===== config.mk =====
export PLATFORM = sky130hd
export DESIGN_NAME = tx_da_shaper
export DESIGN_NICKNAME = d
export VERILOG_FILES = /design/src/rtl/tx_pkg.sv /design/src/rtl/tx_env_gen.sv /design/src/rtl/tx_da_shaper.sv
export SDC_FILE = /design/constraint.sdc
export NUM_CORES = 1
export LEC_CHECK = 0
export BUFFER_PORTS_ARGS = -buffer_cell sky130_fd_sc_hd__clkbuf_2
export CAP_MARGIN = 20
export CORE_MARGIN = 2
export CORE_UTILIZATION = 38
export DETAILED_ROUTE_END_ITERATION = 8
export PLACE_DENSITY = 0.52
export RECOVER_POWER = 25
export SLEW_MARGIN = 20
export SYNTH_ARGS = -nofsm -noshare
export SYNTH_HDL_FRONTEND = slang
export SYNTH_SLANG_ARGS = --single-unit

===== constraint.sdc =====
create_clock -name clk1 -period 14.9 [get_ports clk1]
set_input_delay 2.235 -clock clk1 [delete_from_list [all_inputs] [get_ports clk1]]
set_output_delay 2.235 -clock clk1 [all_outputs]
set_load 0.02 [all_outputs]

===== src/rtl/tx_pkg.sv =====
// Shared types and constants for the TX DAC shaper: envelope states, unity
// envelope, dither LFSR constants and a signed saturation helper.
package tx_pkg;

    typedef enum logic [2:0] {
        ST_IDLE = 3'd0,
        ST_UP   = 3'd1,
        ST_ON   = 3'd2,
        ST_DOWN = 3'd3,
        ST_HOLD = 3'd4
    } tx_state_t;

    localparam logic [16:0] ENV_ONE   = 17'h08000;
    localparam logic [15:0] LFSR_SEED = 16'hACE1;
    // Fibonacci taps for x^16 + x^14 + x^13 + x^11 + 1 (state bits 15,13,12,10)
    localparam logic [15:0] LFSR_TAPS = 16'hB400;

    // Clamp a wide signed value into the signed range of a w-bit word.
    function automatic logic signed [33:0] sat_clip(input logic signed [33:0] x,
                                                    input int w);
        logic signed [33:0] hi;
        logic signed [33:0] lo;
        hi = (34'sd1 <<< (w - 1)) - 34'sd1;
        lo = -hi - 34'sd1;
        if (x > hi) begin
            sat_clip = hi;
        end else if (x < lo) begin
            sat_clip = lo;
        end else begin
            sat_clip = x;
        end
    endfunction

endpackage


===== src/rtl/tx_env_gen.sv =====
// Burst envelope generator: IDLE/UP/ON/DOWN/HOLD state machine, Q1.15
// envelope ramp and burst sample counter. Advances only on sample strobes.
module tx_env_gen
    import tx_pkg::*;
#(
    parameter int CNT_W = 16
) (
    input  logic             clk1,
    input  logic             rst_n,
    input  logic             sample_valid,
    input  logic             tx_en,
    input  logic [CNT_W-1:0] burst_len,
    input  logic [15:0]      ramp_inc,
    output logic [16:0]      env,
    output logic             busy,
    output logic             done
);

    tx_state_t        state_q, state_d;
    logic [16:0]      env_q, env_d;
    logic [CNT_W-1:0] cnt_q, cnt_d;
    logic             burst_done_q, burst_done_d;
    logic             done_q, done_d;

    logic [16:0]      sum_up;
    logic [16:0]      env_up;
    logic [16:0]      env_dn;
    logic             burst_hit;
    logic             go_down;
    logic             burst_end;

    always_ff @(posedge clk1 or negedge rst_n) begin
        if (!rst_n) begin
            state_q      <= ST_IDLE;
            env_q        <= 17'd0;
            cnt_q        <= '0;
            burst_done_q <= 1'b0;
            done_q       <= 1'b0;
        end else begin
            state_q      <= state_d;
            env_q        <= env_d;
            cnt_q        <= cnt_d;
            burst_done_q <= burst_done_d;
            done_q       <= done_d;
        end
    end

    always_comb begin
        state_d      = state_q;
        env_d        = env_q;
        cnt_d        = cnt_q;
        burst_done_d = burst_done_q;
        done_d       = 1'b0;
        go_down      = 1'b0;
        burst_end    = 1'b0;

        sum_up    = env_q + 17'(ramp_inc);
        env_up    = ((ramp_inc == 16'd0) || (sum_up >= ENV_ONE)) ? ENV_ONE : sum_up;
        env_dn    = ((ramp_inc == 16'd0) || (env_q <= 17'(ramp_inc))) ? 17'd0
                                                                      : env_q - 17'(ramp_inc);
        // >= so that shrinking burst_len below the running count ends the burst now
        burst_hit = (burst_len != '0) && (cnt_q >= burst_len - CNT_W'(1));

        if (sample_valid) begin
            case (state_q)
                ST_IDLE: begin
                    env_d = 17'd0;
                    if (tx_en) begin
                        // The ramp starts on the request sample itself.
                        env_d        = env_up;
                        cnt_d        = '0;
                        burst_done_d = 1'b0;
                        state_d      = (env_up == ENV_ONE) ? ST_ON : ST_UP;
                    end
                end
                ST_UP: begin
                    if (!tx_en) begin
                        go_down = 1'b1;
                    end else begin
                        env_d = env_up;
                        if (env_up == ENV_ONE) begin
                            cnt_d   = '0;
                            state_d = ST_ON;
                        end
                    end
                end
                ST_ON: begin
                    cnt_d = cnt_q + CNT_W'(1);
                    if (!tx_en) begin
                        go_down = 1'b1;
                    end else if (burst_hit) begin
                        go_down   = 1'b1;
                        burst_end = 1'b1;
                    end
                end
                ST_DOWN: begin
                    go_down   = 1'b1;
                    burst_end = burst_done_q;
                end
                ST_HOLD: begin
                    env_d = 17'd0;
                    if (!tx_en) begin
                        state_d = ST_IDLE;
                    end
                end
                default: begin
                    env_d   = 17'd0;
                    state_d = ST_IDLE;
                end
            endcase

            if (go_down) begin
                env_d        = env_dn;
                burst_done_d = burst_end;
                if (env_dn == 17'd0) begin
                    done_d  = 1'b1;
                    state_d = (burst_end && tx_en) ? ST_HOLD : ST_IDLE;
                end else begin
                    state_d = ST_DOWN;
                end
            end
        end
    end

    assign env  = env_q;
    assign busy = (state_q != ST_IDLE);
    assign done = done_q;

endmodule


===== src/rtl/tx_da_shaper.sv =====
// TX DAC shaper top: envelope x gain, round and saturate to DW, offset-binary out.
// Optional build macro TX_DA_SHAPER_DITHER_EN swaps fixed rounding for LFSR dither.
module tx_da_shaper
    import tx_pkg::*;
#(
    parameter int DW    = 14,
    parameter int CNT_W = 16
) (
    input  logic             clk1,
    input  logic             rst_n,
    input  logic [15:0]      pcm_in,
    input  logic             pcm_in_valid,
    input  logic             tx_en,
    input  logic [CNT_W-1:0] burst_len,
    input  logic [15:0]      ramp_inc,
    input  logic [15:0]      gain,
    output logic [DW-1:0]    da_data,
    output logic             da_valid,
    output logic             busy,
    output logic             done,
    input  logic             err_clr,
    output logic             err
);

    localparam int            SH       = 16 - DW;
    localparam logic [DW-1:0] MIDSCALE = {1'b1, {(DW-1){1'b0}}};

    logic [16:0]        env;

    logic               v1_q, v2_q, da_valid_q;
    logic signed [15:0] p1_q, p1_d;
    logic signed [15:0] p2_q, p2_d;
    logic               sat2_q, sat2_d;
    logic [DW-1:0]      da_q, da_d;
    logic               err_q, err_d;

    logic signed [33:0] prod1, round1;
    logic signed [33:0] prod2, sh2, clip2;
    logic signed [33:0] rnd, sh3, clip3;
    logic               sat3;

    tx_env_gen #(
        .CNT_W(CNT_W)
    ) u_env (
        .clk1        (clk1),
        .rst_n       (rst_n),
        .sample_valid(pcm_in_valid),
        .tx_en       (tx_en),
        .burst_len   (burst_len),
        .ramp_inc    (ramp_inc),
        .env         (env),
        .busy        (busy),
        .done        (done)
    );

`ifdef TX_DA_SHAPER_DITHER_EN
    localparam logic [15:0] DITHER_MASK = 16'((1 << SH) - 1);

    logic [15:0] lfsr_q, lfsr_d;

    always_comb begin
        lfsr_d = lfsr_q;
        if (pcm_in_valid) begin
            lfsr_d = {lfsr_q[14:0], ^(lfsr_q & LFSR_TAPS)};
        end
    end

    always_ff @(posedge clk1 or negedge rst_n) begin
        if (!rst_n) begin
            lfsr_q <= LFSR_SEED;
        end else begin
            lfsr_q <= lfsr_d;
        end
    end

    assign rnd = 34'(lfsr_q & DITHER_MASK);
`else
    localparam int RND_FIX = (1 << SH) >> 1;

    assign rnd = 34'(RND_FIX);
`endif

    always_comb begin
        // S1: envelope multiply; |env| <= 1.0 so the result always fits 16 bits.
        prod1 = 34'($signed(pcm_in)) * 34'($signed({1'b0, env}));
        round1 = prod1 + 34'sd16384;
        p1_d   = pcm_in_valid ? 16'(round1 >>> 15) : p1_q;

        // S2: gain up to ~2.0 can overflow, so clamp back to 16 bits.
        prod2  = 34'(p1_q) * 34'($signed({1'b0, gain}));
        sh2    = (prod2 + 34'sd16384) >>> 15;
        clip2  = sat_clip(sh2, 16);
        p2_d   = v1_q ? 16'(clip2) : p2_q;
        sat2_d = v1_q ? (clip2 != sh2) : sat2_q;

        // S3: round to DAC width, clamp, flip MSB for offset binary.
        sh3    = (34'(p2_q) + rnd) >>> SH;
        clip3  = sat_clip(sh3, DW);
        sat3   = (clip3 != sh3);
        da_d   = v2_q ? {~clip3[DW-1], clip3[DW-2:0]} : da_q;

        err_d  = err_clr ? 1'b0 : (err_q | (v2_q & (sat2_q | sat3)));
    end

    always_ff @(posedge clk1 or negedge rst_n) begin
        if (!rst_n) begin
            v1_q       <= 1'b0;
            v2_q       <= 1'b0;
            da_valid_q <= 1'b0;
            p1_q       <= '0;
            p2_q       <= '0;
            sat2_q     <= 1'b0;
            da_q       <= MIDSCALE;
            err_q      <= 1'b0;
        end else begin
            v1_q       <= pcm_in_valid;
            v2_q       <= v1_q;
            da_valid_q <= v2_q;
            p1_q       <= p1_d;
            p2_q       <= p2_d;
            sat2_q     <= sat2_d;
            da_q       <= da_d;
            err_q      <= err_d;
        end
    end

    assign da_data  = da_q;
    assign da_valid = da_valid_q;
    assign err      = err_q;

endmodule


### Word-level counts from Yosys, hierarchy flattened

Index checks and enable logic that the tools add are counted.
W data, S select, Z words.

* bitwise operators: 4
* add/subtract/negate cells: 7
* eq/ne operators: 15
* multiplexer cells: 38
* magnitude comparators: 7
* reduce and logical (&&, ||, !) cells: 17
* multiply operators: 2

Operator list (count)
* $mux W34: 4
* $mux W17: 5
* $pmux W17 S3: 1
* $mux W16: 3
* $pmux W16 S3: 1
* $add A33 B16 Y34 const B: 1
* $ne A34 B15 Y1: 1
* $ne A34 B19 Y1: 1
* $mul A16 B17 Y33: 1
* $add A31 B16 Y31 const B: 1
* $mul A16 B18 Y31: 1
* $mux W3: 7
* $gt A19 B16 Y1 const B: 1
* $lt A19 B16 Y1 const B: 1
* $add A16 B3 Y17 const B: 1
* $add A17 B16 Y17: 1
* $eq A17 B16 Y1 const B: 1
* $ge A17 B16 Y1 const B: 1
* $le A17 B16 Y1: 1
* $logic_not A17 Y1: 1
* $sub A17 B16 Y17: 1
* $add A16 B1 Y16 const B: 1
* $ge A16 B16 Y1: 1
* $logic_not A16 Y1: 1
* 28 further kinds: 51

* logic and storage cells: 103
* output and inout bits: 18
* register bits after elaboration: 89
* bits of input ports: 69

### Depth between registers and ports, before layout

Gate-level depths: netlist (run 1).

* depth after elaboration: 11
* gate-level depth with buffers: 28
* mapped depth without buffers: 26

### By module

Synthesis (run 1) repeated with hierarchy kept, for this count alone.

* cell total of the unflattened synthesis: 2797
* area total of the unflattened synthesis: 24237.0 sq um

Modules (own cells, without submodules)
* tx_da_shaper: times used 1, cells an instance 2193, sequential area each 1252.5 sq um, area each 19600.0 sq um
* tx_env_gen: times used 1, cells an instance 604, sequential area each 950.9 sq um, area each 4636.9 sq um

### Least setup slack after synthesis (run 1)

OpenSTA, ideal clock, no wires.

* path kind: input to register
* start point: in gain[6]
* end point: reg p2_q[7]
* arrival time: 8648 ps
* path slack: 6170 ps
* data required time: 14818 ps
* stages on the path: 26
* buffers on the path: 2
* setup time: 82 ps
* cells stage by stage: clkbuf_1 > and2_1 > fa_1 > inv_1 > fa_1 > fa_1 > fa_1 > inv_1 > fa_1 > inv_1 > fa_1 > inv_1 > ha_1 > and3_1 > and2_1 > a31oi_1 > a211o_1 > a21oi_1 > a2111oi_2 > xnor2_1 > and4_1 > nand2_1 > ha_1 > clkbuf_1 > or2_2 > a31oi_1

* word-level cells in the longest chain between the ends: 5
* elaborated cells between the ends (all ways): 6
* those cells by class: add/sub (1); mul (1); order compare (2); mux (2)

Ends and longest elaborated chain
* from (decl): line tx_da_shaper.sv:16 `input logic [15:0] gain,`
* $mul A16 B17 Y33 (*): line tx_da_shaper.sv:90 `prod2 = 34'(p1_q) * 34'($signed({1'b0, gain}));`
* $add A33 B16 Y34 (*): line tx_da_shaper.sv:91 `sh2 = (prod2 + 34'sd16384) >>> 15;`
* $lt A19 B16 Y1: line tx_pkg.sv:27 `end else if (x < lo) begin`
* $mux W34: line tx_pkg.sv:27
* $mux W34 (*): line tx_pkg.sv:25 `if (x > hi) begin`
* to (signal assigned): line tx_da_shaper.sv:120 `p2_q <= p2_d;`
* to (decl): line tx_da_shaper.sv:32 `logic signed [15:0] p2_q, p2_d;`

Mark *: on every way between the ends. The rest lies on a longest branch, timed or not.
A chain may end at the register's enable or synchronous reset.

### Worst setup path in the final report (run 1)

* start point: in gain[5]
* end point: reg sat2_q

* word-level cells in the longest chain between the ends: 6
* elaborated cells between the ends (all ways): 7
* those cells by class: add/sub (1); mul (1); order compare (2); eq/ne (1); mux (2)

Ends and longest elaborated chain
* $mul A16 B17 Y33 (*): line tx_da_shaper.sv:90
* $add A33 B16 Y34 (*): line tx_da_shaper.sv:91
* $lt A19 B16 Y1: line tx_pkg.sv:27
* $mux W34: line tx_pkg.sv:27
* $mux W34: line tx_pkg.sv:25
* $ne A34 B19 Y1 (*): line tx_da_shaper.sv:94 `sat2_d = v1_q ? (clip2 != sh2) : sat2_q;`
* to (signal assigned): line tx_da_shaper.sv:121 `sat2_q <= sat2_d;`
* to (decl): line tx_da_shaper.sv:33 `logic sat2_q, sat2_d;`

Marks and branches as above.

==> results.txt, run 1 <==
The final-report max-slew violation count is 35, and the fmax is 109 MHz. In this run the horizontal extent of the chip is 254 µm. At the worst endpoint, the arrival time is 9.39 ns.

For the post-cts hold buffer count, the log shows 0. The logs give 61,400 µm for the final wirelength and 6.96 ns for the reg2reg setup slack. The die is 254 µm tall. Setup violations remaining at the end of the flow were counted as 0.

TritonCTS built the clock tree. Port buffering added 86 buffers. The pre-antenna-repair detailed-routing pass consisted of 5 iterations. The number of ports placed on the die boundary was 87. The tools report the sum of net half-perimeters after detailed placement as 50,700 µm. Post-synthesis cell area: 23,800 µm². The count of cells resized by post-cts repair came out at 0. The total via count after detailed routing was 18,300. The share of the synthesized area in the top cell type was 33.9%. Measured in cells, the most critical reg-to-reg path has a length of 23.

Global routing consumed, on the met1 layer, 28.0% of the routing resources. Entering global routing, the biggest net connects 56 pins. At the pin with the least slew margin, the transition time is 2.00 ns. STA classifies the critical path endpoint as a flip-flop. CTS placed an instance of clkbuf_16 at the clock tree root.

Ranked by total cell area, the synthesized netlist is headed by fa_1 34%, ha_1 14%, dfrtp_1 9.1%. By count the netlist is led by 542 x inv_1, 404 x fa_1, 341 x nand2_1. The tools report the number of nets still failing antenna checks after routing as 0.

For the final routed database, the setup TNS stands at 0 ns. Count of warnings emitted by yosys: 0. For this configuration, the core starts out at a cell density of 38.6%.

Overall routing resource usage: 20.0%. In this run, synthesis inferred 0 flip-flops with an integrated enable. Via-per-instance ratio: 5.10. Leading cell type by number of instances after synthesis: inv_1. The critical path startpoint category was a primary input. The first global-routing pass estimated 103,000 µm of wire. Along the worst hold path, the cell count comes to 2. The area growth from synthesis to layout is 5.92%. In this run, CTS created clock tree buffers numbering 9.

Classification of the worst setup path: in2reg. The fraction of final layout cells with drive strength greater than 1 was 5.86%. For the initial antenna violation count, the log shows 2. The first routing iteration left 965 violations. Later-pin clock latency in the skew report: 0.36 ns. The fraction of the cycle the final worst path needs was 61.4%; the total number of clock tree sinks was 88. Across the routed clock network, the largest skew measured is 0.00802 ns. In the final routed layout, each cell accounts on average for 17.1 µm.

The async set-reset flop share out of synthesis was 100%. After clock tree synthesis, the clock-pin slew on the worst setup and hold paths is 0.07 ns. The synthesized area divided by synthesized cell count was 8.68 µm²; the placer congestion estimate was 0.879. The logs give 3,491 for the final net count and 3 for the maximum level of the CTS H-tree. The checks that failed: max-capacitance violations, max-slew violations. After floorplanning, the core was sized to cover 61,800 µm².

The tools report the number of cell rows as 91. The count of cell types in the netlist was 81. The net count after synthesis is 3,494.

The number of global-route vias before repair was 19,500; the post-synthesis cell count was 2,747. The run finished, with violations left. The most repeated library cell on the critical path is fa_1. The leading register cell type out of synthesis was dfrtp_1. The maximum cell stage delay along the critical path is 0.57 ns. Global routing finished with a remaining overflow of 0.

Global routing consumed, on the met3 layer, 1.61% of the routing resources. Data on the critical path is required at its endpoint by 15.15 ns. The number of buffers inserted to repair setup after CTS was 0. The logs give 64,800 µm² for the full die area and 0 for the number of endpoints with negative hold slack in the final report. Critical-path maximum fanout: 16.

Global routing consumed, on the met2 layer, 34.1% of the routing resources. Setup repair after global routing left no endpoint under its margin. In this run the worst hold path is classified as reg2reg. Counting flops and latches in the post-synthesis netlist gives 88. For this run, design rule violations remaining after detail routing come to 0. Global-route layer with the greatest usage: met2.

The tools report the number of violations of the max-capacitance limit as 1. On the critical path, the stage with the largest delay is an instance of fa_1. The worst pin sits at a relative slew slack of -33.4%. The worst path in the final design needs a cycle of 9.14 ns, including I/O delays and setup. Of the synthesized area, sequential elements account for 9.24%. The leading area contributor after synthesis is fa_1. The worst-case clock buffer depth is 2.
state kept, by name (all words and copies together), names as in the netlist:
signal,count
sat2_q,1
u_env.done,1
err,1
u_env.state_q,3
p2_q,15
v1_q,1
da_data,14
u_env.cnt_q,16
da_valid,1
u_env.env,17
v2_q,1
p1_q,16
u_env.burst_done_q,1
through the flow:
stage	cells	cell area (µm²)	util (%)	setup WS [ns]	hold WS, ns
after floorplan	2747	23800	-	6.17	0.370
after global placement	3570	25000	40.4	5.43	0.486
after detailed placement	3570	25000	40.4	5.39	0.487
after CTS	3586	25300	40.9	5.74	0.504
after global routing	3587	25300	40.9	5.42	0.533
final	3587	25300	40.9	5.76	0.501
critical path, delay by kind of cell:
kind                       cells  cell delay, ns
adders and majority gates      8            3.91
AOI/OAI and AO/OA              5            1.37
and+or+nand+nor                5            0.87
buffers and inverters          5            0.47
muxes                          1            0.35
xor gates and xnor gates       1            0.16
per-layer routing:
metal	wire (µm)	part of all wire, %	vias to the layer above
met2	29300	48	340
met5	12	0.020	-
met4	949	1.5	2
met1	29100	47	9250
li1	-	-	8640
met3	2090	3.4	63
cell usage in the layout, fill, tap and decap left out, drive strengths merged, types with 8 or more instances in the layout:
cell type  netlist  routed
nor3            32      32
nor4            14      14
inv            542     546
mux2            13      13
a31oi           19      19
a21oi           91      91
and3            16      16
o31ai            9       9
nand4           13      13
fa             404     404
clkbuf         103      96
a21o            30      30
a2111oi         11      11
a211oi          20      20
xnor2           58      58
a211o            8       8
o22a            16      16
and4             8       8
and2           225     225
dfrtp           87      87
o21a            14      14
or2              8       8
nor2b           13      13
buf             13      16
xor2            23      23
nor2           126     126
a221oi           8       8
nand2b          30      30
ha             274     274
nand3           30      30
o21ai           52      52
nand2          341     341
o211ai           9       9
final timing paths:
path / from / endpoint
min in group asynchronous: rst_n / p2_q[15]$_DFFE_PN0P_
worst min register to register: err$_DFF_PN0_ / err$_DFF_PN0_
worst max-delay path: gain[5] / sat2_q$_DFFE_PN0P_
worst max register to register: p1_q[15]$_DFFE_PN0P_ / sat2_q$_DFFE_PN0P_
max in group asynchronous: rst_n / u_env.env[4]$_DFFE_PN0P_
worst min-delay path: err$_DFF_PN0_ / err$_DFF_PN0_
layout make-up:
| cell class | instances | area (µm²) |
|---|---|---|
| fill | 6299 | 36600 |
| multi-input combinational | 2001 | 19100 |
| sequential | 88 | 2200 |
| inverter | 542 | 2030 |
| tap | 837 | 1050 |
| timing repair buffer | 102 | 549 |
| clock buffer | 10 | 229 |
| clock inverter | 6 | 51.3 |
| antenna | 1 | 2.50 |
kinds of logic (layout without fill, tap and decap cells):
group                    count (synthesis)  in the layout  synth area share, %
flip-flops                              88             88                 9.24
other                                    0              1                    0
buffers and inverters                  658            660                 10.5
XOR/XNOR                                81             81                 2.98
AO/OA/AOI/OAI                          350            350                 10.2
adder cells (fa/ha/maj)                678            678                 48.3
multiplexers                            17             17                0.782
AND/OR/NAND/NOR                        875            875                 18.0
Power of run 1 is left out: the tool's default activity adds up to more than one toggle a clock period on the data nets, which glitch-free logic cannot reach.
==> inputs of run 2 (changes only) <==
- clock period: 14.9 -> 8.7 ns (I/O delays scaled with it)
==> run 2 against run 1 <==
The flow still finishes with violations (max-capacitance violations, max-slew violations). Critical path depth up 1. Clock skew up 0.0049 ns. Register-to-register slack worse by 5.9 ns. Worst setup slack worse by 5.1 ns. Critical path type unchanged. Critical endpoint is now p2_q[11]$_DFFE_PN0P_. Highest routed layer unchanged.
==> results.txt, run 2 (synthesis results as in run 1) <==
The flow ran to the end, but the final reports show violations. Violated checks: max-capacitance violations, max-slew violations (unchanged). The area growth from synthesis to layout came out at 6.22% (was 5.92%).

The number of detailed-routing iterations run before antenna repair was 5 (unchanged); the fraction of the cycle the final worst path needs was 92.5%. The final-report setup violation count came out at 0 (unchanged). The full die area is 64,800 µm² (unchanged). The tools report the overall routing resource usage as 20.4% (was 20.0%). The cell family with the largest share of critical-path delay was adder cells (unchanged). The core footprint was 61,800 µm² (unchanged); the via-per-instance ratio was 5.07 (was 5.10). The run gives 88 (unchanged) as the total number of clock tree sinks. Number of violations of the max-capacitance limit: 3 (was 1). Most common library cell in the layout ignoring fill and taps: inv_1 (unchanged). The reg2reg setup slack is 1.05 ns (was 6.96 ns).

The final-report max-slew violation count was 120 (was 35). The DRC violations left came out at 0 (unchanged). The run gives 18,200 (was 18,300) as the total via count after detailed routing.

The arrival time of the worst setup path is 8.36 ns (was 9.39 ns), and the data required time of the critical path is 9.01 ns (was 15.15 ns). The initial cell density of the core was 38.6% (unchanged). The post-route cell area came out at 25,300 µm² (about the same). TritonCTS built the clock tree. The fraction of final layout cells with drive strength greater than 1 was 6.17% (was 5.86%). The tools report the root buffer cell as clkbuf_16 (unchanged).

Number of buffers inserted to repair setup after CTS: 0 (unchanged). The sum of negative setup slack came out at 0 ns (unchanged). Placer congestion estimate: 0.895 (was 0.879). The number of endpoints with negative hold slack in the final report was 0 (unchanged). The type of destination of the critical path is a flip-flop (unchanged). The run gives 9 (unchanged) as the number of buffers added by the clock tree synthesis step.

The final net count was 3,499 (was 3,491). The final routed wire length divided by cell count was 17.4 µm (was 17.1 µm); the number of nets still failing antenna checks after routing was 0 (unchanged). The slowest library cell on the worst path is fa_1 (unchanged). Count of cells resized by post-cts repair: 0 (unchanged). The classification of the worst setup path was in2reg (unchanged). The logs give 1,002 (was 965) for the violation count after the first detailed-routing iteration and 0 (unchanged) for the overall overflow remaining after global route. The count of port buffers added during placement came out at 86 (unchanged).

The critical path startpoint category was a primary input (unchanged). The sum of net half-perimeters after detailed placement was 51,700 µm (was 50,700 µm). For the post-cts hold buffer count, the log shows 0 (unchanged).

The run gives 2 (unchanged) as the worst-case clock buffer depth. The flip-flop count of the largest register, all copies and words added is 17 (unchanged). The logs give -99.9% (was -33.4%) for the worst relative slew slack and 19,700 (was 19,500) for the number of global-route vias before repair. Classification of the worst-slack hold path: reg2reg (unchanged). The tools report the setup clock skew after layout as 0.0129 ns (was 0.00802 ns).

The clock-pin slew on the worst setup and hold paths is 0.07 ns (about the same), and the shortest clock period the worst path allows after layout is 8.05 ns. The floorplan die height works out to 254 µm (unchanged). The number of ports placed on the die boundary came out at 87 (unchanged). The tools report the global-route wire length before repair as 105,000 µm (was 103,000 µm). The fmax was 124 MHz. The most repeated library cell on the critical path is fa_1 (unchanged).

The number of fill cells was 6,268 (was 6,299); the number of buffer and inverter instances along the worst setup path was 6 (was 5). The maximum level of the CTS H-tree came out at 3 (unchanged). Number of cell rows: 91 (unchanged).

For the final wirelength, the log shows 62,400 µm (was 61,400 µm). Later-pin clock latency in the skew report: 0.36 ns (about the same). The run gives 1 (was 2) as the initial antenna violation count. The run gives 56 (unchanged) as the largest net degree at the start of global routing. The cell area after placement was 25,000 µm² (about the same); the transition time at the pin with the least slew margin was 3.00 ns (was 2.00 ns). The critical-path maximum fanout works out to 16 (unchanged). The floorplan die width was 254 µm (unchanged).

Setup repair after global routing left no endpoint under its margin. The tools report the antenna diode count as 0 (was 1). Most used cells in the layout excluding fill and tap cells: 542 x inv_1, 404 x fa_1, 341 x nand2_1, 274 x ha_1, 223 x and2_1 (unchanged). The maximum cell stage delay along the critical path was 0.56 ns (was 0.57 ns).
-- run 2: cell count changes in the layout (fill, tap and decap cells not counted), sizes merged --
cell and delta:
clkbuf +1, clkinv -1, diode -1, inv -1
clkinvlp +2, buf +7
-- run 2: final timing paths --
kind | from | to | depth (start not counted)
min in group asynchronous | rst_n | p2_q[13]$_DFFE_PN0P_ | 1
worst min register to register | err$_DFF_PN0_ | err$_DFF_PN0_ | 2
worst min-delay path | err$_DFF_PN0_ | err$_DFF_PN0_ | 2
worst max-delay path | gain[5] | p2_q[11]$_DFFE_PN0P_ | 26
worst max register to register | p1_q[8]$_DFFE_PN0P_ | p2_q[11]$_DFFE_PN0P_ | 26
max in group asynchronous | rst_n | u_env.env[5]$_DFFE_PN0P_ | 2
-- run 2: layer usage --
metal  vias to the layer above  global-route usage (%)  share of wire [%]  routed length, µm
met5                         -                       0              0.024                 15
met4                         2                    3.87                1.2                724
met3                        39                    1.92                3.5               2210
met2                       357                    34.5                 48              30000
met1                      9159                    28.7                 47              29400
li1                       8654                       -                  -                  -
-- run 2: per-stage QoR --
step                      instances  util (%)  hold slack [ns]  setup slack, ns
after floorplan                2747         -            0.370            0.900
after global placement         3578      40.5            0.482            0.347
after detailed placement       3578      40.5            0.488            0.271
after CTS                      3594      41.0            0.506            0.648
after global routing           3594      41.0            0.526            0.254
final                          3594      41.0            0.505            0.650
-- run 2: worst register-to-register path, stage by stage (launching register included) --
cell and delay (ns):
dfrtp_1 0.98, nand2_1 0.16, fa_1 0.53, inv_1 0.05
fa_1 0.51, inv_1 0.05, fa_1 0.48, inv_1 0.06
fa_1 0.53, fa_1 0.56, inv_1 0.06, fa_1 0.53
inv_1 0.04, ha_1 0.23, a211oi_1 0.26, nand2_1 0.07
a31oi_1 0.25, a211o_1 0.26, a21oi_1 0.15, a2111oi_2 0.46
xnor2_1 0.16, and4_1 0.22, nand2_1 0.07, ha_1 0.38
buf_4 0.20, nor3_1 0.21, o22a_1 0.15
-- run 2: cell type report --
type / instances / area, µm² / area share [%]
multi-input cells: 2001 / 19100 / 75.6
clock buffers: 10 / 239 / 0.944
well taps: 837 / 1050 / 4.13
repair buffers: 110 / 604 / 2.39
clock inverters: 6 / 48.8 / 0.193
inverters: 542 / 2030 / 8.03
flip-flops and latches: 88 / 2200 / 8.70
Power of run 2 is left out for the same reason.
